## config.mk

```make
export PLATFORM = sky130hd
export DESIGN_NAME = ray_slice_sequencer_flat
export DESIGN_NICKNAME = d
export VERILOG_FILES = /design/src/rtl/ray_slice_sequencer_if.sv /design/src/rtl/ray_slice_sequencer.sv /design/src/flat_wrapper.sv
export SDC_FILE = /design/constraint.sdc
export NUM_CORES = 1
export LEC_CHECK = 0
export ABC_CLOCK_PERIOD_IN_PS = 10110
export CAP_MARGIN = 20
export CORE_MARGIN = 4
export CORE_UTILIZATION = 49
export CTS_BUF_LIST = sky130_fd_sc_hd__clkbuf_16
export DETAILED_ROUTE_END_ITERATION = 16
export PLACE_DENSITY = 0.8
export SLEW_MARGIN = 5
export SYNTH_ARGS = -nofsm -noshare
export SYNTH_HDL_FRONTEND = slang
export SYNTH_SLANG_ARGS = --single-unit
```

## constraint.sdc

```tcl
create_clock -name clock -period 10.11 [get_ports clock]
set_input_delay 1.5165 -clock clock [delete_from_list [all_inputs] [get_ports clock]]
set_output_delay 1.5165 -clock clock [all_outputs]
set_load 0.03 [all_outputs]
```

## src/rtl/ray_slice_sequencer_if.sv

```systemverilog
// Request/result channel between the slice sequencer and the shared ray/distance datapath.
// The sequencer is the master; the datapath is the slave.
interface ray_slice_sequencer_if;
    logic       slice_valid;
    logic       slice_ready;
    logic [7:0] slice_index;
    logic [8:0] ray_angle_int;
    logic [9:0] ray_angle_frac;
    logic       result_valid;

    modport master (
        output slice_valid,
        output slice_index,
        output ray_angle_int,
        output ray_angle_frac,
        input  slice_ready,
        input  result_valid
    );

    modport slave (
        input  slice_valid,
        input  slice_index,
        input  ray_angle_int,
        input  ray_angle_frac,
        output slice_ready,
        output result_valid
    );
endinterface

```

## src/rtl/ray_slice_sequencer.sv

```systemverilog
// Per-frame column scheduler: sweeps every screen slice once per frame, one outstanding request at a
// time, stepping the ray angle incrementally as whole degrees plus thousandths.
module ray_slice_sequencer #(
    parameter int NUM_SLICES = 160,
    parameter int FOV_DEG    = 60,
    parameter int STEP_INT   = 0,
    parameter int STEP_FRAC  = 375,
    parameter int FRAC_SCALE = 1000
) (
    input  logic                         clock,
    input  logic                         reset,
    input  logic                         frame_start,
    input  logic [8:0]                   player_angle,
    output logic                         busy,
    output logic                         frame_done,
    ray_slice_sequencer_if.master        slice_bus
);

    typedef enum logic [1:0] {
        ST_IDLE  = 2'd0,
        ST_ISSUE = 2'd1,
        ST_WAIT  = 2'd2,
        ST_DONE  = 2'd3
    } state_t;

    localparam logic [9:0]  HALF_FOV     = 10'(FOV_DEG / 2);
    localparam logic [9:0]  FULL_CIRCLE  = 10'd360;
    localparam logic [9:0]  STEP_INT_W   = 10'(STEP_INT);
    localparam logic [10:0] STEP_FRAC_W  = 11'(STEP_FRAC);
    localparam logic [10:0] FRAC_SCALE_W = 11'(FRAC_SCALE);
    localparam logic [7:0]  LAST_SLICE   = 8'(NUM_SLICES - 1);

    state_t     state_r;
    logic       slice_valid_r;
    logic [7:0] slice_index_r;
    logic [8:0] ray_int_r;
    logic [9:0] ray_frac_r;
    logic       busy_r;
    logic       frame_done_r;

    logic [9:0]  player_ext_s;
    logic [8:0]  start_angle_s;
    logic [10:0] frac_sum_s;
    logic [9:0]  frac_next_s;
    logic        carry_s;
    logic [9:0]  int_sum_s;
    logic [8:0]  int_next_s;

    // First-slice angle and the one-step angle advance (fraction carry into the degree, then mod 360).
    always_comb begin
        player_ext_s = {1'b0, player_angle};
        if (player_ext_s < HALF_FOV) begin
            start_angle_s = 9'(player_ext_s + FULL_CIRCLE - HALF_FOV);
        end else begin
            start_angle_s = 9'(player_ext_s - HALF_FOV);
        end

        frac_sum_s = {1'b0, ray_frac_r} + STEP_FRAC_W;
        if (frac_sum_s >= FRAC_SCALE_W) begin
            frac_next_s = 10'(frac_sum_s - FRAC_SCALE_W);
            carry_s     = 1'b1;
        end else begin
            frac_next_s = frac_sum_s[9:0];
            carry_s     = 1'b0;
        end

        int_sum_s = {1'b0, ray_int_r} + STEP_INT_W + {9'd0, carry_s};
        if (int_sum_s >= FULL_CIRCLE) begin
            int_next_s = 9'(int_sum_s - FULL_CIRCLE);
        end else begin
            int_next_s = int_sum_s[8:0];
        end
    end

    // Sweep FSM with all outputs registered; reset overrides everything, even mid-frame.
    always_ff @(posedge clock) begin
        if (reset) begin
            state_r       <= ST_IDLE;
            slice_valid_r <= 1'b0;
            slice_index_r <= 8'd0;
            ray_int_r     <= 9'd0;
            ray_frac_r    <= 10'd0;
            busy_r        <= 1'b0;
            frame_done_r  <= 1'b0;
        end else begin
            case (state_r)
                ST_IDLE: begin
                    frame_done_r <= 1'b0;
                    if (frame_start) begin
                        state_r       <= ST_ISSUE;
                        slice_valid_r <= 1'b1;
                        busy_r        <= 1'b1;
                        slice_index_r <= 8'd0;
                        ray_int_r     <= start_angle_s;
                        ray_frac_r    <= 10'd0;
                    end else begin
                        state_r <= ST_IDLE;
                    end
                end
                ST_ISSUE: begin
                    if (slice_bus.slice_ready) begin
                        state_r       <= ST_WAIT;
                        slice_valid_r <= 1'b0;
                    end else begin
                        state_r <= ST_ISSUE;
                    end
                end
                ST_WAIT: begin
                    if (!slice_bus.result_valid) begin
                        state_r <= ST_WAIT;
                    end else if (slice_index_r == LAST_SLICE) begin
                        state_r      <= ST_DONE;
                        frame_done_r <= 1'b1;
                    end else begin
                        state_r       <= ST_ISSUE;
                        slice_valid_r <= 1'b1;
                        slice_index_r <= slice_index_r + 8'd1;
                        ray_int_r     <= int_next_s;
                        ray_frac_r    <= frac_next_s;
                    end
                end
                ST_DONE: begin
                    state_r      <= ST_IDLE;
                    frame_done_r <= 1'b0;
                    busy_r       <= 1'b0;
                end
                default: begin
                    state_r       <= ST_IDLE;
                    slice_valid_r <= 1'b0;
                    busy_r        <= 1'b0;
                    frame_done_r  <= 1'b0;
                end
            endcase
        end
    end

    assign slice_bus.slice_valid    = slice_valid_r;
    assign slice_bus.slice_index    = slice_index_r;
    assign slice_bus.ray_angle_int  = ray_int_r;
    assign slice_bus.ray_angle_frac = ray_frac_r;
    assign busy                     = busy_r;
    assign frame_done               = frame_done_r;

endmodule

```

## src/flat_wrapper.sv

```systemverilog
// flat-port wrapper written by rule: the top's interface ports become plain ports
module ray_slice_sequencer_flat 
#(
    parameter int NUM_SLICES = 160,
    parameter int FOV_DEG    = 60,
    parameter int STEP_INT   = 0,
    parameter int STEP_FRAC  = 375,
    parameter int FRAC_SCALE = 1000
)
  (clock, reset, frame_start, player_angle, busy, frame_done, slice_bus_slice_valid, slice_bus_slice_index, slice_bus_ray_angle_int, slice_bus_ray_angle_frac, slice_bus_slice_ready, slice_bus_result_valid);
  ray_slice_sequencer_if slice_bus_i ();
  input  logic clock;
  input  logic reset;
  input  logic frame_start;
  input  logic [8:0] player_angle;
  output logic busy;
  output logic frame_done;
  output wire logic [$bits(slice_bus_i.slice_valid)-1:0] slice_bus_slice_valid;
  output wire logic [$bits(slice_bus_i.slice_index)-1:0] slice_bus_slice_index;
  output wire logic [$bits(slice_bus_i.ray_angle_int)-1:0] slice_bus_ray_angle_int;
  output wire logic [$bits(slice_bus_i.ray_angle_frac)-1:0] slice_bus_ray_angle_frac;
  input wire logic [$bits(slice_bus_i.slice_ready)-1:0] slice_bus_slice_ready;
  input wire logic [$bits(slice_bus_i.result_valid)-1:0] slice_bus_result_valid;
  assign slice_bus_slice_valid = slice_bus_i.slice_valid;
  assign slice_bus_slice_index = slice_bus_i.slice_index;
  assign slice_bus_ray_angle_int = slice_bus_i.ray_angle_int;
  assign slice_bus_ray_angle_frac = slice_bus_i.ray_angle_frac;
  assign slice_bus_i.slice_ready = slice_bus_slice_ready;
  assign slice_bus_i.result_valid = slice_bus_result_valid;
  ray_slice_sequencer #(.NUM_SLICES(NUM_SLICES), .FOV_DEG(FOV_DEG), .STEP_INT(STEP_INT), .STEP_FRAC(STEP_FRAC), .FRAC_SCALE(FRAC_SCALE)) u_core (.clock(clock), .reset(reset), .frame_start(frame_start), .player_angle(player_angle), .busy(busy), .frame_done(frame_done), .slice_bus(slice_bus_i));
endmodule
```

# Word level (Yosys, flattened, before mapping)
# Index checks and enable logic that the tools add are counted.
# Widths: inputs -> output; s select.
[word_totals] input_bits=14 reg_bits=32 out_inout_bits=30
[op_classes] reduce_logical=10 n_mux=30 order_cmp=3 eq_ne=9 add_sub_neg=8
[op_table] op="$mux 9" count=5
[op_table] op="$mux 10" count=4
[op_table] op="$mux 8" count=3
[op_table] op="$pmux 10 s2" count=1
[op_table] op="$pmux 9 s2" count=1
[op_table] op="$sub 9x5->9 const B" count=2
[op_table] op="$pmux 8 s2" count=1
[op_table] op="$add 10x9->11 const B" count=1
[op_table] op="$ge 11x10->1 const B" count=1
[op_table] op="$add 9x1->10" count=1
[op_table] op="$ge 10x9->1 const B" count=1
[op_table] op="$sub 10x10->10 const B" count=1
[op_table] op="$add 9x9->9 const B" count=1
[op_table] op="$lt 9x5->1 const B" count=1
[op_table] op="$sub 9x9->9 const B" count=1
[op_table] op="$add 8x1->8 const B" count=1
[op_table] op="$eq 8x8->1 const B" count=1
[op_table] op="$mux 1" count=8
[op_table] op="$ne 2x2->1 const B" count=4
[op_table] op="$pmux 2 s4" count=1
[op_table] op="$mux 2" count=3
[op_table] op="$reduce_bool 2->1" count=3
[op_table] op="$reduce_and 5->1" count=1
[op_table] op="$eq 2x2->1 const B" count=2
[op_table] op="other kinds (10)" count=11

# Depth between registers and ports, before layout
[depth] ltp_word=9 depth_mapped=19

# Worst setup path after synthesis
# OpenSTA, ideal clock, no wires.
[synth_timing] kind="reg-to-reg" startpoint="register u_core.ray_frac_r[0], in the netlist u_core.slice_bus.ray_angle_frac[0]" endpoint="register u_core.ray_int_r[3], in the netlist u_core.slice_bus.ray_angle_int[3]" setup_ns=0.116 setup_slack_ns=6.040 stages_incl_launch_ff=20 t_arrival_ns=3.954 period_less_slack_ns=4.070 path_cell_list="dfxtp_1 -> inv_1 -> ha_1 -> nand2b_4 -> nand2_1 -> xnor2_1 -> ha_1 -> nand2b_1 -> mux2i_1 -> o2bb2ai_1 -> o221ai_2 -> a21oi_2 -> ha_1 -> nand3_1 -> o211ai_1 -> o21ba_2 -> nor2_1 -> nand2_1 -> o221a_2 -> o211a_1"
[synth_via] elab_chain_cells=9
[synth_lines] item="start, declared" line="ray_slice_sequencer.sv:37" text="logic [9:0] ray_frac_r;"
[synth_lines] item="start signal, assigned" line="ray_slice_sequencer.sv:119" text="ray_frac_r <= frac_next_s;"
[synth_lines] item="$add 10x9->11 *" line="ray_slice_sequencer.sv:58" text="frac_sum_s = {1'b0, ray_frac_r} + STEP_FRAC_W;"
[synth_lines] item="$ge 11x10->1 *" line="ray_slice_sequencer.sv:59" text="if (frac_sum_s >= FRAC_SCALE_W) begin"
[synth_lines] item="$mux 1 *" line="ray_slice_sequencer.sv:59"
[synth_lines] item="$add 9x1->10 *" line="ray_slice_sequencer.sv:67" text="int_sum_s = {1'b0, ray_int_r} + STEP_INT_W + {9'd0, carry_s};"
[synth_lines] item="$sub 9x9->9 / $ge 10x9->1 (equally long branches)" line="ray_slice_sequencer.sv:69, ray_slice_sequencer.sv:68"
[synth_lines] item="$mux 9 *" line="ray_slice_sequencer.sv:68" text="if (int_sum_s >= FULL_CIRCLE) begin"
[synth_lines] item="$mux 9 *" line="ray_slice_sequencer.sv:111" text="end else if (slice_index_r == LAST_SLICE) begin"
[synth_lines] item="$mux 9 *" line="ray_slice_sequencer.sv:109" text="if (!slice_bus.result_valid) begin"
[synth_lines] item="$pmux 9 s2 *" line="ray_slice_sequencer.sv:86" text="case (state_r)"
[synth_lines] item="end signal, assigned" line="ray_slice_sequencer.sv:94" text="ray_int_r <= start_angle_s;"
[synth_lines] item="end signal, assigned" line="ray_slice_sequencer.sv:118" text="ray_int_r <= int_next_s;"
[synth_lines] item="end, declared" line="ray_slice_sequencer.sv:36" text="logic [8:0] ray_int_r;"
# Mark *: on every way between the ends. The rest lies on a longest branch, timed or not. The select of a mux whose other input is x is not followed.
# A chain may end at the register's enable or synchronous reset.

# Worst setup path in the final report
# Same ends and word-level chain as after synthesis.

==> reports/qor.txt <==
fraction of layout cells with a size suffix above 1 -> 0.0724
CP endpoint kind -> register
Core Area -> 5240 µm²
Clk pwr share -> 0.400
worst skew pair latency -> 0.28 ns
io pins -> 44
RSZ-0062 raised after global routing -> false
status -> complete, no violations
CP peak stage delay -> 0.43 ns
vias per inst -> 6.15
area of the multi-input gates -> 1910 µm²
All-Layer GR Usage -> 0.225
drt wl/cell -> 15.7 µm
number of diodes -> 0
Hold WC Path Type -> register to register
register bit total from synthesis -> 32
die width -> 82.2 µm
Starting Density -> 0.515
Die Height -> 82.2 µm
most common cell after layout, fill and taps aside -> nor2_1
post-route cell area -> 3260 µm²
WL met2 -> 3200 µm
hold_ws -> 0.489 ns
clock buffer depth -> 2
Leakage -> 1.21 nW
# Post-CTS Setup Buffers -> 0
worst slew pin tran -> 0.840 ns
CTS resizes -> 0
HPWL Detailed -> 5220 µm
worst clock skew -> 0.00670 ns
CP max-delay cell -> dfxtp_1
final setup TNS -> 0 ns
sequential cell area fraction in the yosys report -> 0.237
H-tree depth -> 2
combinational share of power -> 0.200
die area -> 6760 µm²
initial DRC count -> 239
total gr overflow -> 0
# DRC -> 0
first-pass GRT wire length -> 12000 µm
Reg clk slew, reported paths -> 0.05 ns
clk sinks -> 32
Final min period -> 4.44 ns
internal cell power -> 250 µW
Port-buffer cells -> 43
initial antenna violation count -> 0
Max Slew Vio Count -> 0
root buffer cell -> clkbuf_16
Post-Route M1 WL -> 3360 µm
syn avg cell area -> 7.67 µm²
TritonCTS clock tree -> built
Yosys warnings -> 0
synthesis-to-layout area growth -> 20.9%
Tot Pwr -> 355 µW
critical-path cell list -> inv_1 > ha_1 > nand2b_4 > nand2_1 > xnor2_1 > ha_1 > nand2b_1 > mux2i_1 > o2bb2ai_1 > o221ai_2 > a21oi_2 > ha_1 > nand3_1 > o211ai_1 > o21ba_2 > nor2_1 > nand2_1 > o221a_2 > o211a_1
Site Rows -> 26
Post-synth EDFFs -> 0
NumNets Final -> 411
Max Clock Freq -> 0.225 GHz
critical path class -> register to register
Top FF cell, synth -> dfxtp_1
Post-synth ARST share -> 0
worst ir drop on vdd -> 0.100 mV
Highest Signal Layer -> met4
power density over the cells -> 109 nW/µm²
# setup viols final -> 0
Sequential Power Share -> 0.400
DP Area -> 3130 µm²
Switching Share -> 0.295
crit start category -> register
reg2reg setup slack -> 5.67 ns
cell mode on critical path -> ha_1
met3 wire length -> 521 µm
Fill cells -> 464
Crit path required time -> 10.28 ns
Routed Antenna Nets -> 0
Vias -> 2812
synth unique cells -> 74
DR pass1 iterations -> 5
Critical Path AT -> 4.62 ns
Hold Buf Count CTS -> 0
Syn Nets -> 377
Slew HR -> 0.435
Fin. Hold Viols -> 0
largest net degree at the start of global routing -> 22
Final Wtd Congestion -> 0.954
vias in the first global route -> 2529
final WL -> 7180 µm
max cap viols -> 0
Mapped Area -> 2700 µm²
Max Fanout on Critical Path -> 8
final worst-path cycle share -> 0.440
most frequent cells in the layout -> nor2_1, clkdlybuf4s50_1, dfxtp_1
Reg area -> 641 µm²
Num CTS Buffers -> 5
NetSw -> 105 µW
post-synthesis cell count -> 352
[path summary, 6_finish.rpt]
check,startpoint,endpoint,cells past startpoint
setup / recovery,u_core.slice_bus.ray_angle_frac[0],u_core.slice_bus.ray_angle_int[3],19
hold reg to reg,u_core.busy,u_core.busy,2
setup reg to reg,u_core.slice_bus.ray_angle_frac[0],u_core.slice_bus.ray_angle_int[3],19
hold / removal,u_core.busy,u_core.busy,2
[synth_stat cells (2+ instances only)]
| cell | number | area [µm²] |
|---|---|---|
| nor2_1 | 45 | 169 |
| dfxtp_1 | 32 | 641 |
| o21ai_0 | 31 | 155 |
| nand2_1 | 29 | 109 |
| a21oi_1 | 28 | 140 |
| nand3_1 | 12 | 60.1 |
| ha_1 | 11 | 138 |
| inv_1 | 11 | 41.3 |
| clkbuf_1 | 10 | 37.5 |
| xor2_1 | 9 | 78.8 |
| xnor2_1 | 8 | 70.1 |
| a211oi_1 | 7 | 52.6 |
| mux2i_1 | 6 | 60.1 |
| nor3_1 | 6 | 30.0 |
| nor4_1 | 6 | 37.5 |
| a22oi_1 | 5 | 37.5 |
| nand4_1 | 5 | 31.3 |
| a31oi_1 | 4 | 25.0 |
| and3_1 | 4 | 25.0 |
| nand2b_1 | 4 | 25.0 |
| o211a_1 | 4 | 40.0 |
| o211ai_1 | 4 | 30.0 |
| a41oi_1 | 3 | 26.3 |
| buf_2 | 3 | 15.0 |
| nor2b_1 | 3 | 18.8 |
| o21a_1 | 3 | 22.5 |
| or3_1 | 3 | 18.8 |
| a211oi_2 | 2 | 25.0 |
| a22o_1 | 2 | 17.5 |
| buf_6 | 2 | 22.5 |
| clkbuf_8 | 2 | 27.5 |
| o2111ai_1 | 2 | 17.5 |
| o221a_2 | 2 | 22.5 |
| o22ai_1 | 2 | 12.5 |
| o41ai_1 | 2 | 17.5 |
| or4_1 | 2 | 15.0 |
[worst max-delay path, delay by kind of cell, from the launching register on]
family,cells,cell delay (ns)
AO/OA/AOI/OAI,7,1.57
AND/OR/NAND/NOR,6,0.97
adder cells (fa/ha/maj),3,0.91
flip-flops,1,0.43
XOR/XNOR,1,0.19
multiplexers,1,0.14
buffers and inverters,1,0.12
[through the flow]
stage / setup slack [ns] / cells / utilization
global placement: 5.95 / 449 / 0.597
global route: 5.28 / 457 / 0.623
CTS: 5.73 / 457 / 0.623
detailed placement: 5.71 / 449 / 0.597
finish: 5.67 / 457 / 0.623
floorplan: 6.04 / 352 / -
[cells by family (layout without fill, tap and decap cells)]
kind of cell | count (synthesis) | count (layout) | synth area share
AND/OR/NAND/NOR | 131 | 131 | 0.243
AO/OA/AOI/OAI | 124 | 124 | 0.322
flip-flops | 32 | 32 | 0.237
buffers and inverters | 29 | 64 | 0.0547
XOR/XNOR | 18 | 18 | 0.0654
adder cells (fa/ha/maj) | 11 | 11 | 0.0510
multiplexers | 7 | 7 | 0.0264
[power by group through the flow]
stage	clock network (mW)	logic, mW	registers (mW)
3_5_place_dp	0	0.0706	0.144
4_1_cts	0.144	0.0709	0.141
6_report	0.142	0.0710	0.142
2_1_floorplan	0	0.0384	0.149
5_1_grt	0.150	0.0777	0.143
3_3_place_gp	0	0.0699	0.144
[flip-flops by register name, indices dropped and copies added, names as in the netlist]
register / count
u_core.slice_bus.slice_valid: 1
u_core.busy: 1
u_core.state_r: 2
u_core.frame_done: 1
u_core.slice_bus.ray_angle_int: 9
u_core.slice_bus.slice_index: 8
u_core.slice_bus.ray_angle_frac: 10
[layout make-up]
type / count / area share
flip-flops and latches: 32 / 0.196
multi-input cells: 291 / 0.586
repair buffers: 45 / 0.137
clock buffers: 5 / 0.0384
well taps: 70 / 0.0269
inverters: 11 / 0.0127
clock inverters: 3 / 0.00345
[routing by layer]
layer / track usage / up-vias
li1: - / 1377
met3: 0.0282 / 12
met5: 0 / -
met2: 0.349 / 116
met4: 0.0764 / 0
met1: 0.319 / 1307
No activity file was read; power rests on OpenSTA's default activity.
